**src/rtl/shift_arbiter_seq_pkg.sv**
```systemverilog
// Shared parameters for the shift arbiter: default widths, FSM state
// encodings and shift direction encodings.
package shift_arbiter_seq_pkg;

   localparam int DATA_BUS_WIDTH = 24;
   localparam int SHAMT_WIDTH    = 5;

   typedef enum logic [1:0] {
      IDLE  = 2'd0,
      SHIFT = 2'd1,
      DONE  = 2'd2
   } stateT;

   localparam logic DIR_LEFT  = 1'b0;
   localparam logic DIR_RIGHT = 1'b1;

endpackage

```
**src/rtl/shift_arbiter_seq_rr_arb.sv**
```systemverilog
// Two-way round-robin grant for shift_arbiter_seq. Purely combinational.
// On contention the requester that did not win last time gets the grant;
// a lone request always wins. No grant while disabled.
module shift_rr_arb (
   input  logic [1:0] valid,
   input  logic       lastGrant,
   input  logic       enable,
   output logic [1:0] grant
);

   // One-hot grant; bit 0 is requester 0.
   always_comb begin
      grant = 2'b00;
      if (enable) begin
         if (valid == 2'b11) begin
            grant = lastGrant ? 2'b01 : 2'b10;
         end else begin
            grant = valid;
         end
      end
   end

endmodule

```
**src/rtl/shift_arbiter_seq.sv**
```systemverilog
// Two-requester shift unit: round-robin accept, then a logical shift of the
// latched operand, result held until the consumer takes it.
// Build option SHIFT_FAST_EN: when defined, the whole shift is done with a
// barrel shifter in the accept cycle and the SHIFT state is never entered.
//
// state | meaning
// ------+-------------------------------------------------------------
// IDLE  | waiting for a request; accept happens here only
// SHIFT | shifting the working register one bit per cycle
// DONE  | result presented, held until resultReady
module shift_arbiter_seq #(
   parameter int DATA_BUS_WIDTH = shift_arbiter_seq_pkg::DATA_BUS_WIDTH,
   parameter int SHAMT_WIDTH    = shift_arbiter_seq_pkg::SHAMT_WIDTH
) (
   input  logic                      clk,
   input  logic                      reset,
   input  logic                      req0Valid,
   input  logic                      req1Valid,
   output logic                      req0Ready,
   output logic                      req1Ready,
   input  logic [DATA_BUS_WIDTH-1:0] req0Data,
   input  logic [DATA_BUS_WIDTH-1:0] req1Data,
   input  logic [SHAMT_WIDTH-1:0]    req0Amt,
   input  logic [SHAMT_WIDTH-1:0]    req1Amt,
   input  logic                      req0Dir,
   input  logic                      req1Dir,
   output logic                      resultValid,
   input  logic                      resultReady,
   output logic [DATA_BUS_WIDTH-1:0] resultData,
   output logic                      resultId,
   output logic                      busy
);

   import shift_arbiter_seq_pkg::*;

   stateT                     state;
   logic [DATA_BUS_WIDTH-1:0] work;
   logic [SHAMT_WIDTH-1:0]    cnt;
   logic                      dirReg;
   logic                      idReg;
   logic                      lastGrant;
   logic [1:0]                grant;
   logic                      arbEnable;

   logic                      selId;
   logic [DATA_BUS_WIDTH-1:0] selData;
   logic [SHAMT_WIDTH-1:0]    selAmt;
   logic                      selDir;

   // Ready is gated by reset so nothing looks accepted while reset is held.
   assign arbEnable = (state == IDLE) && !reset;

   shift_rr_arb uArb (
      .valid     ({req1Valid, req0Valid}),
      .lastGrant (lastGrant),
      .enable    (arbEnable),
      .grant     (grant)
   );

   assign req0Ready = grant[0];
   assign req1Ready = grant[1];

   // Operand of the winning requester.
   always_comb begin
      selId   = grant[1];
      selData = grant[1] ? req1Data : req0Data;
      selAmt  = grant[1] ? req1Amt  : req0Amt;
      selDir  = grant[1] ? req1Dir  : req0Dir;
   end

   assign busy        = (state != IDLE);
   assign resultValid = (state == DONE);
   assign resultData  = work;
   assign resultId    = idReg;

   // Control FSM with the working register and the down-counter.
   // The counter holds the shifts still to do; terminal count is 1.
   always_ff @(posedge clk or posedge reset) begin
      if (reset) begin
         state     <= IDLE;
         work      <= '0;
         cnt       <= '0;
         dirReg    <= DIR_LEFT;
         idReg     <= 1'b0;
         lastGrant <= 1'b1;
      end else begin
         case (state)
            IDLE: begin
               if (grant != 2'b00) begin
                  idReg     <= selId;
                  lastGrant <= selId;
                  dirReg    <= selDir;
`ifdef SHIFT_FAST_EN
                  work  <= (selDir == DIR_RIGHT) ? (selData >> selAmt) : (selData << selAmt);
                  cnt   <= '0;
                  state <= DONE;
`else
                  work  <= selData;
                  cnt   <= selAmt;
                  state <= (selAmt == '0) ? DONE : SHIFT;
`endif
               end
            end
            SHIFT: begin
               work <= (dirReg == DIR_RIGHT) ? (work >> 1) : (work << 1);
               cnt  <= cnt - 1'b1;
               if (cnt == SHAMT_WIDTH'(1)) begin
                  state <= DONE;
               end
            end
            DONE: begin
               if (resultReady) begin
                  state <= IDLE;
               end
            end
            default: begin
               state <= IDLE;
            end
         endcase
      end
   end

endmodule
```
**config.mk**
```make
export PLATFORM = sky130hd
export DESIGN_NAME = shift_arbiter_seq
export DESIGN_NICKNAME = d
export VERILOG_FILES = /design/src/rtl/shift_arbiter_seq_pkg.sv /design/src/rtl/shift_arbiter_seq_rr_arb.sv /design/src/rtl/shift_arbiter_seq.sv
export SDC_FILE = /design/constraint.sdc
export NUM_CORES = 1
export LEC_CHECK = 0
export CAP_MARGIN = 40
export CORE_ASPECT_RATIO = 1.1
export CORE_MARGIN = 2
export CORE_UTILIZATION = 38
export DETAILED_ROUTE_END_ITERATION = 10
export PLACE_DENSITY = 0.86
export SYNTH_ARGS = -nofsm -noshare
export SYNTH_HDL_FRONTEND = slang
export SYNTH_SLANG_ARGS = --single-unit
```
**constraint.sdc**
```tcl
create_clock -name clk -period 1.35 [get_ports clk]
set_input_delay 0.27 -clock clk [delete_from_list [all_inputs] [get_ports clk]]
set_output_delay 0.27 -clock clk [all_outputs]
set_load 0.1 [all_outputs]
```
==> results.cfg, run 1 <==
[placement]
dp_hpwl_microns = 4696
gp_congestion = 0.8763
port_buffers = 93
dpl_cell_area_sq_um = 3651

[yosys]
synth_ff_type = dfrtp_1
synth_commonest_cells = mux2i_1 (52), dfrtp_1 (33), nor2_1 (32)
synth-seq-cells = 34
yosysTopAreaCell = dfrtp_1
synth_area_leaders = dfrtp_1 (39%), mux2i_1 (24%), o21ai_0 (6.1%)
synthArstFlopShare = 1.000
syn_nets = 293
synth_cells = 226
ys_seq_area_frac = 0.4006
ys_types = 34
synth_top_area_frac = 0.3882
syn_area_per_cell_sq_um = 9.412
synth_edf_count = 0
syn_area_sq_um = 2127
synthMostInstantiatedCell = mux2i_1
ys.warnings.count = 0

[routing]
routed_via_density = 5.222
drtIter0Drc = 128
routedWlPerCell_microns = 16.19
drcViolationCount = 0
first_pass_iters = 4
antenna_left = 0
drt_wl_total_microns = 6767
dr_total_vias = 2183

[critical_path]
path_max_fanout = 2
arrival_ps = 1420
cp_common_cell = buf_12
critPathSlowestCell = dfrtp_2
required_ps = 1080
cp-start-kind = register
cp_num_buf_inv = 3
cp_cell_sequence = nor3_4, nand3_4, buf_12, clkinvlp_4, buf_12
slowest_delay_ps = 430
worstSetupEndpointType = primary output
cpLargestDelayFamily = flip-flops
critical_path_class = register to primary output

[sta]
fin_crit_sh = 1.249
tightest_slew_ps = 382.1
final.setup.worst_slack_ps = -336.2
rsz0062_at_grt = yes
fin_skew_ps = 6.727
setup_viol_count_final = 37
fin_crit_ps = 1686
tns_ps = -7035
max_freq_ghz = 0.5930
relSlewSlack = 0.7446
final_hold_viol_count = 0
drv_slew = 0

[hold_path]
min-delay-path-class = primary input to asynchronous set/reset pin

[power_and_ir_drop]
p_comb_frac = 0.689
power_uw = 9280
sequentialPowerShare = 0.232
p_sw_uw = 4818
p_int_uw = 4461
swShare = 0.5192
clock_power_share = 0.079
leakage_uw = 0.001776
power_density_nw_per_um2 = 2334
ir_worst_vdd_v = 0.001322

[finish]
antenna_cells = 0
finalNetCount = 409
fillers = 367
drive_gt1_frac = 0.3732
utilization = 0.7370
design_area_sq_um = 3976
areaGrowthSynthToFinish_pct = 86.94

[floorplanning]
die_area_sq_um = 6213
dieHeight_microns = 82.47
fp-row-count = 28
ioPinCount = 94
initial_utilization = 0.3942
die_x_microns = 75.34
placeableCoreArea_sq_um = 5395

[clocking]
path_clk_slew_ps = 70
ctsHoldBuffers = 0
clock_path_buffers = 2
cts_tree = done
numCtsBuffers = 5
insertion_delay_ps = 280
root_buffer = clkbuf_8
h-tree-depth = 2
clkSinkCount = 34

[global_routing]
grtUsageTotal = 0.2198
grt_util_met3 = 0.04005
use_met2 = 0.3765
antenna_found_initial = 0
grt_pass1_wl_microns = 10500
grt_start_max_net_pins = 35
grt_pass1_vias = 2255
grt_util_met1 = 0.2794
gr-total-overflow = 0
top_usage_layer = met2

[flow_run]
maxCapViolCount = 0

[outcome]
violations = negative setup slack
outcome = finished with violations
==> worst register-to-register path, cell delays in order, from the launching register on <==
cell	delay, ps
dfrtp_2	430
nor3_4	230
nand3_4	110
buf_4	160
buf_12	150
mux2i_1	150
a221oi_2	260
==> cell families (layout without fill, tap and decap cells) <==
kind of cell,count (synthesis),after routing,share of synthesized area
AO/OA/AOI/OAI,61,61,0.1600
XOR/XNOR,1,1,0.004118
adder cells (fa/ha/maj),2,2,0.01176
buffers and inverters,21,138,0.04765
flip-flops,34,34,0.4006
multiplexers,54,54,0.2553
AND/OR/NAND/NOR,53,53,0.1206
==> layout by cell type (no fill, tap or decap), drive strengths merged <==
| master | n |
|---|---|
| o221a | 1 |
| a32oi | 1 |
| inv | 4 |
| o21ba | 1 |
| clkdlybuf4s50 | 63 |
| o221ai | 1 |
| a22oi | 2 |
| nand4 | 1 |
| and3 | 1 |
| mux2 | 2 |
| o2bb2ai | 1 |
| nor4b | 1 |
| nand2 | 8 |
| ha | 2 |
| nor2 | 32 |
| a21oi | 24 |
| nor2b | 1 |
| nand2b | 2 |
| nand3 | 2 |
| or4 | 2 |
| o21ai | 28 |
| dfrtp | 33 |
| a221oi | 2 |
| nor3b | 1 |
| xnor2 | 1 |
| clkinvlp | 3 |
| clkbuf | 7 |
| buf | 60 |
| dlygate4sd2 | 1 |
| mux2i | 52 |
| dfstp | 1 |
| nor3 | 2 |
==> worst paths after layout <==
check                      startpoint              to  cells after the start  slack (ps)
setup / recovery             state[0]       req1Ready                      5        -340
min in group clk               cnt[1]          cnt[1]                      2         560
max in group asynchronous       reset       lastGrant                      4         720
hold / removal                  reset  resultData[21]                      4         390
hold reg to reg                cnt[1]          cnt[1]                      2         560
setup reg to reg             state[0]          cnt[0]                      6        -250
==> routing by layer <==
layer,vias up,wire (microns)
met3,12,515
met1,1027,2674
met2,106,3445
li1,1038,-
met4,0,132
met5,-,0
==> per-stage QoR <==
step | hold slack, ps | std cells | worst slack [ps]
after floorplan | 409.1 | 226 | -214.0
after global placement | 500.1 | 404 | -462.2
after detailed placement | 543.3 | 404 | -570.4
after CTS | 365.5 | 418 | -330.9
after global routing | 390.9 | 418 | -370.4
final | 387.3 | 418 | -336.2
==> power by group through the flow <==
stage	registers [uW]	clock network, uW	logic, uW
finish	2150	734	6390
global route	2220	782	6720
CTS	2120	741	6200
detailed placement	2120	0	5890
global placement	2080	0	5780
floorplan	3950	0	1750
==> state kept, by name, indices dropped and copies added (netlist names) <==
| register | cells |
|---|---|
| resultData | 24 |
| cnt | 5 |
| state | 2 |
| dirReg | 1 |
| lastGrant | 1 |
| resultId | 1 |
==> cell type report <==
cell class                      count  area, sq um  share of cell area
Inverter                            6        30.03            0.007552
Clock buffer                        7        76.32             0.01919
Timing Repair Buffer              124         1553              0.3905
Multi-Input combinational cell    171         1333              0.3351
Sequential cell                    34        883.3              0.2222
Tap cell                           75        93.84             0.02360
Clock inverter                      1        7.507            0.001888
==> repair_timing <==
action | in CTS | in global routing
resized for setup | 52 | 20
setup endpoints to repair | 38 | 38
pin swaps | 6 | 5
buffers inserted | 4 | 0
hold endpoints to repair | 0 | 0
cloned | 2 | 0
Power figures use the tool's default switching activity.
==> inputs of run 2 (changes only) <==
--- a/config.mk
+++ b/config.mk
@@ -6,7 +6,6 @@
 export NUM_CORES = 1
 export LEC_CHECK = 0
 export CAP_MARGIN = 40
-export CORE_ASPECT_RATIO = 1.1
 export CORE_MARGIN = 2
 export CORE_UTILIZATION = 38
 export DETAILED_ROUTE_END_ITERATION = 10
==> run 2 against run 1 <==
Worst hold slack improved by 100 ps. Critical endpoint unchanged. Combinational power rose by 2%. Largest cell class unchanged. The flow still finishes with violations (negative setup slack). Global-route usage barely moved. Die area about the same. Sequential share of layout area fell by 0.43 points. Clock power grew 8.6%. Critical path depth increased by 1. Wire length is 7.6% higher.
==> results.cfg, run 2 (same netlist as run 1, synthesis figures left out) <==
[outcome]
outcome = finished with violations
violations = negative setup slack

[critical_path]
cp_cell_sequence = clkdlybuf4s50_1, nor3_4, nand3_4, buf_12, clkinvlp_4, buf_12
critPathSlowestCell = clkdlybuf4s50_1
critical_path_class = primary input to primary output
cpLargestDelayFamily = buffers and inverters
path_max_fanout = 3
cp_num_buf_inv = 4
required_ps = 1080
worstSetupEndpointType = primary output
cp-start-kind = primary input
cp_common_cell = buf_12
arrival_ps = 1520
slowest_delay_ps = 510

[global_routing]
grt_start_max_net_pins = 35
grtUsageTotal = 0.2195
grt_pass1_vias = 2185
grt_pass1_wl_microns = 10640
antenna_found_initial = 0
gr-total-overflow = 0

[routing]
routed_via_density = 5.344
drcViolationCount = 0
drt_wl_total_microns = 7278
first_pass_iters = 4
dr_total_vias = 2250
drtIter0Drc = 115
routedWlPerCell_microns = 17.29
antenna_left = 0

[floorplanning]
die_x_microns = 78.82
initial_utilization = 0.3911
dieHeight_microns = 78.82
placeableCoreArea_sq_um = 5439
die_area_sq_um = 6212
ioPinCount = 94
fp-row-count = 27

[finish]
finalNetCount = 415
largest_reg_flops = 24
areaGrowthSynthToFinish_pct = 90.94
fillers = 374
drive_gt1_frac = 0.3582
antenna_cells = 0
mostFrequentLayoutCells = clkdlybuf4s50_1 (64), mux2i_1 (45), buf_12 (34)
layout_commonest_cell = clkdlybuf4s50_1

[sta]
drv_slew = 0
max_freq_ghz = 0.5573
final_hold_viol_count = 0
rsz0062_at_grt = yes
fin_crit_sh = 1.329
fin_crit_ps = 1794
relSlewSlack = 0.6289
final.setup.worst_slack_ps = -444.4
tns_ps = -10950
tightest_slew_ps = 548.8
setup_viol_count_final = 38
fin_skew_ps = 2.894

[power_and_ir_drop]
power_density_nw_per_um2 = 2313
ir_worst_vdd_v = 0.001423
leakage_uw = 0.001817

[hold_path]
min-delay-path-class = primary input to asynchronous set/reset pin

[clocking]
clock_path_buffers = 2
ctsHoldBuffers = 0
insertion_delay_ps = 290
cts_tree = done
clkSinkCount = 34
h-tree-depth = 2
root_buffer = clkbuf_8
numCtsBuffers = 5
path_clk_slew_ps = 70

[flow_run]
maxCapViolCount = 0

[placement]
gp_congestion = 0.8043
dp_hpwl_microns = 4717
port_buffers = 93
pre_cts_slack_ps = -532.7
[run 2: changes by cell type in the layout (fill, tap and decap cells not counted), moves of 2 or more]
cell,previous run,this run
a21oi_1,11,23
a21oi_2,12,1
mux2i_1,49,45
mux2i_4,1,5
a221oi_1,0,2
a221oi_2,2,0
buf_2,0,2
clkbuf_16,0,2
clkinvlp_4,3,1
nor2_1,29,31
nor2_2,2,0
o21ai_1,24,22
[run 2: final cells by class]
type	count	area, sq um	area share
clock buffers	7	86.33	0.02126
clock inverters	1	5.005	0.001232
inverters	6	33.78	0.008318
multi-input cells	171	1304	0.3210
flip-flops and latches	34	884.6	0.2178
well taps	72	90.09	0.02218
repair buffers	130	1658	0.4082
[run 2: path summary, 6_finish.rpt]
kind                           from              to  slack (ps)  cells after the start
max                           reset       req1Ready        -440                      6
min                           reset        state[0]         490                      3
max reg2reg                state[0]  resultData[22]        -410                      7
min reg2reg                  cnt[1]          cnt[1]         550                      2
max in group asynchronous     reset       lastGrant         620                      3
min in group clk             cnt[1]          cnt[1]         550                      2
[run 2: through the flow]
| stage | power (uW) | instance area, sq um | util | hold slack (ps) | std cells |
|---|---|---|---|---|---|
| after CTS | 8961 | 3849 | 0.7076 | 447.0 | 415 |
| after global placement | 7934 | 3660 | 0.6729 | 501.2 | 401 |
| after floorplan | 5699 | 2181 | - | 409.1 | 226 |
| after global routing | 9839 | 4061 | 0.7467 | 529.1 | 421 |
| after detailed placement | 8084 | 3660 | 0.6729 | 529.9 | 401 |
| final | 9394 | 4061 | 0.7467 | 488.9 | 421 |
[run 2: report_power, final]
group	total, uW	internal, uW	switching, uW
logic	6490	2720	3780
registers	2110	1510	592
clock network	797	412	385
[run 2: repair_timing]
action                     in CTS  in global routing
setup endpoints to repair      38                 37
buffers inserted                5                  4
gates cloned                    2                  3
resized for setup              11                 51
pin swaps                       5                  3
[run 2: per-layer routing]
layer  up-vias  track usage  wire length, microns
met5         -            0                     0
met4         0      0.04655                    76
met3        10      0.05795                   539
met2        96       0.4085                  3900
met1      1084       0.2525                  2762
li1       1060            -                     -
[run 2: worst min-delay path: stages]
cell	delay (ps)
clkdlybuf4s50_1	510
inv_1	140
buf_12	220
==> inputs of run 3 (changes only) <==
--- a/config.mk
+++ b/config.mk
@@ -7,9 +7,9 @@
 export LEC_CHECK = 0
 export CAP_MARGIN = 40
 export CORE_MARGIN = 2
-export CORE_UTILIZATION = 38
+export CORE_UTILIZATION = 45
 export DETAILED_ROUTE_END_ITERATION = 10
-export PLACE_DENSITY = 0.86
+export PLACE_DENSITY = 0.94
 export SYNTH_ARGS = -nofsm -noshare
 export SYNTH_HDL_FRONTEND = slang
 export SYNTH_SLANG_ARGS = --single-unit
==> constraint.sdc (replaced) <==
create_clock -name clk -period 2.11 [get_ports clk]
set_input_delay 0.422 -clock clk [delete_from_list [all_inputs] [get_ports clk]]
set_output_delay 0.422 -clock clk [all_outputs]
set_load 0.1 [all_outputs]
==> run 3 against run 2 <==
The flow now finishes without violations. Clock skew is 4.7 ps higher. Sequential power fell by 42%. Final cell count fell by 10%. Worst hold slack got worse by 21 ps. Cell area fell by 20%. Clock power is 37% lower. Highest routed layer unchanged. Via count down 7.8%. Utilization decreased by 4.8 points.
==> results.cfg, run 3 (same netlist as run 1, synthesis figures left out) <==
[finish]
multiInputGateArea_sq_um = 1180
fillers = 366
drive_gt1_frac = 0.1698
design_area_sq_um = 3237
finalNetCount = 390
mostFrequentLayoutCells = clkdlybuf4s50_1 (64), mux2i_1 (52), buf_4 (35)
areaGrowthSynthToFinish_pct = 52.18
utilization = 0.6992
largest_reg_flops = 24
layout_commonest_cell = clkdlybuf4s50_1
seqCellArea_sq_um = 852.1
antenna_cells = 0

[clocking]
numCtsBuffers = 5
insertion_delay_ps = 290
ctsHoldBuffers = 0
h-tree-depth = 2
clkSinkCount = 34
root_buffer = clkbuf_8
cts_setup_buffers = 0
cts_tree = done
clock_path_buffers = 2
path_clk_slew_ps = 70
ctsResizeCount = 0

[critical_path]
slowest_delay_ps = 490
r2r_slack_ps = 500
critical_path_class = primary input to primary output
arrival_ps = 1560
critPathSlowestCell = clkdlybuf4s50_1
worstSetupEndpointType = primary output
cp_cell_sequence = clkdlybuf4s50_1, nor3_4, nand3_4, inv_1, buf_12
path_max_fanout = 4
cp-start-kind = primary input
required_ps = 1690

[sta]
setup_viol_count_final = 0
fin_crit_sh = 0.9411
relSlewSlack = 0.6647
tightest_slew_ps = 502.4
rsz0062_at_grt = no
tns_ps = 0
max_freq_ghz = 0.5036
fin_skew_ps = 7.618
drv_slew = 0
fin_crit_ps = 1986
final_hold_viol_count = 0

[routing]
drcViolationCount = 0
routedWlPerCell_microns = 15.28
first_pass_iters = 4
routed_via_density = 5.487
antenna_left = 0
drt_wl_total_microns = 5776
dr_total_vias = 2074
drtIter0Drc = 107

[hold_path]
min-delay-path-class = register to register

[flow_run]
maxCapViolCount = 0

[global_routing]
gr-total-overflow = 0
antenna_found_initial = 0
grt_pass1_wl_microns = 9646
grt_start_max_net_pins = 18
grtUsageTotal = 0.2348
grt_pass1_vias = 2145

[placement]
dpl_cell_area_sq_um = 3146
port_buffers = 93
gp_congestion = 0.8488
dp_hpwl_microns = 4468

[floorplanning]
ioPinCount = 94
fp-row-count = 25
dieHeight_microns = 72.75
die_area_sq_um = 5293
die_x_microns = 72.75
initial_utilization = 0.4595
placeableCoreArea_sq_um = 4629

[power_and_ir_drop]
ir_worst_vdd_v = 0.0009380
leakage_uw = 0.001621
power_density_nw_per_um2 = 1514
power_uw = 4900

[outcome]
outcome = finished, final reports clean
## run 3: through the flow
step	cells	hold WS [ps]	setup WS, ps
finish	378	467.7	124.2
global route	378	487.4	95.29
CTS	378	466.2	129.1
detailed placement	370	454.9	129.0
global placement	370	455.4	191.7
floorplan	226	443.6	93.30
## run 3: area by class of cell
class | instances | area share
clock inverter | 1 | 0.001546
inverter | 6 | 0.006958
tap | 54 | 0.02087
sequential | 34 | 0.2632
clock buffer | 7 | 0.02667
timing repair buffer | 105 | 0.3162
multi-input combinational | 171 | 0.3645
## run 3: worst paths after layout
path,depth (start not counted),to,startpoint
max in group asynchronous,3,resultData[7],reset
hold reg to reg,2,lastGrant,lastGrant
min in group asynchronous,2,resultData[0],reset
hold / removal,2,lastGrant,lastGrant
setup reg to reg,5,cnt[3],state[0]
setup / recovery,5,req1Ready,reset
## run 3: report_power, final
| part | internal [uW] | switching (uW) | leakage [uW] |
|---|---|---|---|
| combinational | 947 | 2230 | 0.00115 |
| sequential | 932 | 289 | 0.000427 |
| clock | 263 | 242 | 0.0000482 |
| total | 2140 | 2760 | 0.00162 |
## run 3: layer usage
layer	routed length, microns	track usage	part of all wire	up-vias
li1	-	-	-	1007
met1	2302	0.2735	0.40	969
met2	2925	0.4010	0.51	84
met3	387	0.06215	0.067	14
met4	161	0.1111	0.028	0
met5	0	0	0	-
## run 3: critical path: cells and delay by family
family        cells  cell delay (ps)
buf+inv           3              790
simple gates      2              350
